==> config.mk <==
export PLATFORM = sky130hd
export DESIGN_NAME = lsh_rom_fetch
export DESIGN_NICKNAME = d
export VERILOG_FILES = /design/src/rtl/lsh_rom_fetch.sv
export SDC_FILE = /design/constraint.sdc
export NUM_CORES = 1
export LEC_CHECK = 0
export CAP_MARGIN = 0
export CORE_ASPECT_RATIO = 0.8
export CORE_MARGIN = 2
export CORE_UTILIZATION = 54
export DETAILED_ROUTE_END_ITERATION = 8
export PLACE_DENSITY = 0.84
export SLEW_MARGIN = 20
export SYNTH_ARGS = -nofsm -noshare
export SYNTH_HDL_FRONTEND = slang
export SYNTH_SLANG_ARGS = --single-unit
==> constraint.sdc <==
create_clock -name clock -period 4.4 [get_ports clock]
set_clock_uncertainty 0.15 [all_clocks]
set_input_delay 0.66 -clock clock [delete_from_list [all_inputs] [get_ports clock]]
set_output_delay 0.66 -clock clock [all_outputs]
set_load 0.005 [all_outputs]
==> src/rtl/lsh_rom_fetch.sv <==
// Burst sequencer in front of the LSH table ROM: issues one read per cycle under FIFO credit,
// captures rom_q a cycle later, and streams words out with a last marker. Optional macro: LSH_FETCH_BOUNDS_CHECK_EN.
module lsh_rom_fetch #(
    parameter int ADDR_W     = 24,
    parameter int DATA_W     = 88,
    parameter int LEN_W      = 16,
    parameter int FIFO_DEPTH = 4,
    parameter int ROM_DEPTH  = 9622800
) (
    input  logic              clock,
    input  logic              reset_n,
    input  logic              req_valid,
    output logic              req_ready,
    input  logic [ADDR_W-1:0] req_base,
    input  logic [LEN_W-1:0]  req_len,
    output logic              rom_me,
    output logic [ADDR_W-1:0] rom_address,
    input  logic [DATA_W-1:0] rom_q,
    output logic              out_valid,
    input  logic              out_ready,
    output logic [DATA_W-1:0] out_data,
    output logic              out_last,
    output logic              busy,
    output logic              err
);
    localparam int PTR_W = (FIFO_DEPTH > 1) ? $clog2(FIFO_DEPTH) : 1;
    localparam int CNT_W = PTR_W + 1;

    // Handshakes: a transfer happens on the rising edge where valid and ready are both high;
    // once out_valid rises, out_data/out_last hold until that transfer.
    typedef enum logic {IDLE, ISSUE} state_t;

    state_t            state, state_next;
    logic [ADDR_W-1:0] cur_addr, cur_addr_next;
    logic [LEN_W-1:0]  remaining, remaining_next;
    logic              inflight_q, last_q;
    logic              issue, issue_last, credit_ok, reject;
    logic [CNT_W-1:0]  fifo_count;
    logic [PTR_W-1:0]  wr_ptr, rd_ptr;
    logic [DATA_W:0]   mem [FIFO_DEPTH];
    logic [DATA_W:0]   head;
    logic              push, pop;

    // Credit counts words already stored plus the one in flight; same-cycle pops are ignored.
    assign credit_ok = ({1'b0, fifo_count} + (CNT_W+1)'(inflight_q)) < (CNT_W+1)'(FIFO_DEPTH);

`ifdef LSH_FETCH_BOUNDS_CHECK_EN
    logic [ADDR_W:0] req_end;
    logic            err_q;
    assign req_end = {1'b0, req_base} + (ADDR_W+1)'(req_len);
    assign reject  = req_end > (ADDR_W+1)'(ROM_DEPTH);

    always_ff @(posedge clock or negedge reset_n) begin
        if (!reset_n) err_q <= 1'b0;
        else          err_q <= (state == IDLE) && req_valid && reject;
    end
    assign err = err_q;
`else
    assign reject = 1'b0;
    assign err    = 1'b0;
`endif

    always_comb begin
        state_next     = state;
        cur_addr_next  = cur_addr;
        remaining_next = remaining;
        req_ready      = 1'b0;
        issue          = 1'b0;
        issue_last     = 1'b0;
        case (state)
            IDLE: begin
                req_ready = reset_n;
                if (req_valid && (req_len != '0) && !reject) begin
                    cur_addr_next  = req_base;
                    remaining_next = req_len;
                    state_next     = ISSUE;
                end
            end
            ISSUE: begin
                if (credit_ok) begin
                    issue          = 1'b1;
                    cur_addr_next  = cur_addr + ADDR_W'(1);
                    remaining_next = remaining - LEN_W'(1);
                    if (remaining == LEN_W'(1)) begin
                        issue_last = 1'b1;
                        state_next = IDLE;
                    end
                end
            end
            default: state_next = IDLE;
        endcase
    end

    assign push = inflight_q;
    assign pop  = out_valid && out_ready;

    always_ff @(posedge clock or negedge reset_n) begin
        if (!reset_n) begin
            state      <= IDLE;
            cur_addr   <= '0;
            remaining  <= '0;
            inflight_q <= 1'b0;
            last_q     <= 1'b0;
            wr_ptr     <= '0;
            rd_ptr     <= '0;
            fifo_count <= '0;
        end else begin
            state      <= state_next;
            cur_addr   <= cur_addr_next;
            remaining  <= remaining_next;
            inflight_q <= issue;
            last_q     <= issue_last;
            if (push) wr_ptr <= wr_ptr + PTR_W'(1);
            if (pop)  rd_ptr <= rd_ptr + PTR_W'(1);
            case ({push, pop})
                2'b10:   fifo_count <= fifo_count + CNT_W'(1);
                2'b01:   fifo_count <= fifo_count - CNT_W'(1);
                default: fifo_count <= fifo_count;
            endcase
        end
    end

    // Storage needs no reset: nothing is visible until fifo_count says so.
    always_ff @(posedge clock) begin
        if (push) mem[wr_ptr] <= {last_q, rom_q};
    end

    assign head        = mem[rd_ptr];
    assign out_valid   = (fifo_count != '0);
    assign out_data    = out_valid ? head[DATA_W-1:0] : '0;
    assign out_last    = out_valid ? head[DATA_W] : 1'b0;
    assign rom_me      = issue;
    assign rom_address = issue ? cur_addr : '0;
    assign busy        = (state == ISSUE) || inflight_q || (fifo_count != '0);

    no_push_when_full: assert property (@(posedge clock) disable iff (!reset_n)
        !(push && (fifo_count == CNT_W'(FIFO_DEPTH))));

endmodule

==> impl_metrics.env <==
export IMPL_grt_max_degree=66
export IMPL_drive_gt1_frac=0.159
export IMPL_synth_avg_cell_area_um2=17.9
export IMPL_firstDrtPassIters=5
export IMPL_synth_async_reset_ratio=0.123
export IMPL_cts_resized=0
export IMPL_worst_pin_slew_ns=1.04
export IMPL_hold_buffers=0
export IMPL_final_setup_tns_ns=0
export IMPL_clkSinkCount=406
export IMPL_synth_warnings=0
export IMPL_path_clk_slew_ns=0.07
export IMPL_numCtsBuffers=40
export IMPL_ant_nets=0
export IMPL_rsz0062_at_grt="false"
export IMPL_fin_crit_sh=0.865
export IMPL_cts_root_buf="clkbuf_16"
export IMPL_hold_violations=0
export IMPL_critPathLaunch="rd_ptr[0]"
export IMPL_r2r_start="cur_addr[1]"
export IMPL_yosysTopAreaCell="edfxtp_1"
export IMPL_start_util=0.548
export IMPL_grt_usage=0.232
export IMPL_synthCells=930
export IMPL_ir_worst_vdd_uv=537
export IMPL_maxCapViolCount=0
export IMPL_max_stage_delay_ns=0.73
export IMPL_n_antenna_cell=0
export IMPL_io_buffers=248
export IMPL_finalSetupViolations=0
export IMPL_top_usage_layer="met2"
export IMPL_worst_setup_path_start_kind="flip-flop"
export IMPL_regArea_um2=11900
export IMPL_clock_fmax_mhz=263
export IMPL_final_max_slew_violation_count=0
export IMPL_fillers=1959
export IMPL_cts_max_level=2
export IMPL_rows=57
export IMPL_num_vias=9619
export IMPL_dr_first_iter_drc_count=867
export IMPL_leakage_uw=0.00703
export IMPL_synth_area_um2=16600
export IMPL_hold_class="input pin to async pin"
export IMPL_die_h_um=161
export IMPL_p_per_area_nw_per_um2=679
export IMPL_use_met2=0.374
export IMPL_place_ws_ns=0.952
export IMPL_dpl_hpwl_mm=23.2
export IMPL_ys_ff_latch=406
export IMPL_multi_input_comb_area_um2=4420
export IMPL_worstPathArrival_ns=3.00
export IMPL_fin_util=0.687
export IMPL_post_route_min_period_ns=3.81
export IMPL_end_kind="output port"
export IMPL_synth_cell_type_count=56
export IMPL_cp_depth=4
export IMPL_insertion_delay_ns=0.54
export IMPL_grt_antenna_before_repair=1
export IMPL_r2r_end="cur_addr[16]"
export IMPL_layout_nets=1326
export IMPL_worstPathCellList="buf_4, mux4_2, and2_1, clkdlybuf4s50_1"
export IMPL_use_met3=0.0561
export IMPL_core_um2=30400
export IMPL_slowest_stage="dfrtp_4"
export IMPL_cts_tree="done"
export IMPL_grt_pass1_wl_mm=57.6
export IMPL_power_uw=14200
export IMPL_gp_congestion=0.948
export IMPL_crit_end="out_data[76]"
export IMPL_critPathMaxFanout=22
export IMPL_vias_per_cell=5.90
export IMPL_crit_type="flip-flop to output port"
export IMPL_synth_top_area_frac=0.642
export IMPL_crit_family="buffers and inverters"
export IMPL_worst_path_buf_inv=2
export IMPL_synth_area_leaders="edfxtp_1, mux4_2, dfrtp_1"
export IMPL_synth_flop_cell="edfxtp_1"
export IMPL_post_cts_buffers=0
export IMPL_synth_seq_area_share=0.717
export IMPL_synth_edf_count=356
export IMPL_setup_slack_ns=0.594
export IMPL_route_detailed_drc=0
export IMPL_grt_util_met1=0.318
export IMPL_die_w_um=200
export IMPL_drt_total_wl_mm=37.2
export IMPL_grt_pass1_vias=10100
export IMPL_slew_headroom=0.308
export IMPL_synthToLayoutAreaGrowth_pct=25.4
export IMPL_grt_ovfl_total=0
export IMPL_status="finished clean"
export IMPL_clockBufferDepth=3
export IMPL_route_detailed_wl_per_inst_um=22.8
export IMPL_dieArea_um2=32300
export IMPL_synth_nets=1071
export IMPL_crit_required_ns=3.59
export IMPL_ios=250
export IMPL_holdWs_ns=0.0998
export IMPL_r2r_cells=6
export IMPL_reg2reg_slack_ns=1.76
[how the worst min path moves through the flow]
stage / startpoint / to / slack (ns) / cells past startpoint
floorplan: reset_n / cur_addr[0] / 0.21 / 0
global placement: last_q / mem[2][88] / 0.33 / 0
detailed placement: fifo_count[2] / fifo_count[2] / 0.34 / 1
CTS: reset_n / cur_addr[21] / 0.10 / 2
global route: reset_n / cur_addr[21] / 0.15 / 2
finish: reset_n / cur_addr[21] / 0.1 / 2
[area by class of cell]
| cell class | count | share of cell area |
|---|---|---|
| well taps | 413 | 0.0248 |
| flip-flops and latches | 406 | 0.572 |
| multi-input cells | 456 | 0.212 |
| clock buffers | 42 | 0.0483 |
| inverters | 14 | 0.00252 |
| repair buffers | 267 | 0.127 |
| clock inverters | 31 | 0.0136 |
[cells in the mapped netlist (5+ instances only)]
cell      instances
a21oi_1          24
a221o_1          10
and2_1           96
and3_1           28
buf_2            12
clkbuf_1         33
dfrtp_1          50
edfxtp_1        356
ha_1              8
inv_1            13
mux4_2           89
nand2_1          29
nand3_1          13
nand4_1          11
nor2_1           22
nor3_1           11
nor4_1            5
o211ai_1          6
o21ai_0          15
o22ai_1          10
or3_1             5
or4_1             9
xnor2_1          15
xor2_1            6
[logic make-up after synthesis]
group,synth area share
AOI/OAI and AO/OA,0.0380
muxes,0.123
other,0.000225
buffers and inverters,0.0178
DFF,0.717
and+or+nand+nor,0.0852
adders and majority gates,0.00722
xor gates and xnor gates,0.0111
[metrics by stage]
step	cell area (um2)	instances
finish	20900	1629
global route	20900	1629
CTS	20900	1629
detailed placement	19600	1556
global placement	19600	1556
floorplan	16600	930
[registers in the layout, summed over array words and instances, names as in the netlist]
name and count:
mem 356, cur_addr 24, remaining 16, fifo_count 3
rd_ptr 2, wr_ptr 2, inflight_q 1, last_q 1
state 1
[layer usage]
layer / vias to the layer above / wire length (um)
met2: 486 / 17800
met3: 82 / 3230
met4: 2 / 1110
met1: 4834 / 15100
met5: - / 13
li1: 4215 / -
[cell usage in the layout, fill, tap and decap left out, types with 5 or more instances in the layout]
cell type / netlist / layout
edfxtp_1: 356 / 356
clkdlybuf4s50_1: 0 / 247
and2_1: 96 / 92
mux4_2: 89 / 89
dfrtp_1: 50 / 48
clkbuf_16: 0 / 40
nand2_1: 29 / 29
and3_1: 28 / 28
a21oi_1: 24 / 24
nor2_1: 22 / 22
buf_4: 3 / 17
o21ai_0: 15 / 15
xnor2_1: 15 / 15
inv_1: 13 / 13
nand3_1: 13 / 13
clkinv_1: 0 / 12
nor3_1: 11 / 11
nand4_1: 11 / 11
a221o_1: 10 / 10
o22ai_1: 10 / 10
or4_1: 9 / 9
ha_1: 8 / 8
clkinv_2: 0 / 8
o211ai_1: 6 / 6
xor2_1: 6 / 6
nor4_1: 5 / 5
[report_power, final]
group          internal [uW]  switching (uW)  leakage, uW
Clock                   1920            1430     0.000629
Sequential              5210             443      0.00383
Combinational           2920            2250      0.00257
[worst register-to-register path: cells and delay by family (launching register included)]
| kind | cells | cell delay, ns |
|---|---|---|
| AND/OR/NAND/NOR | 3 | 1.39 |
| flip-flops | 1 | 0.44 |
| adder cells (fa/ha/maj) | 1 | 0.26 |
| AO/OA/AOI/OAI | 1 | 0.08 |
| XOR/XNOR | 1 | 0.19 |
No activity file was read; power rests on OpenSTA's default activity.
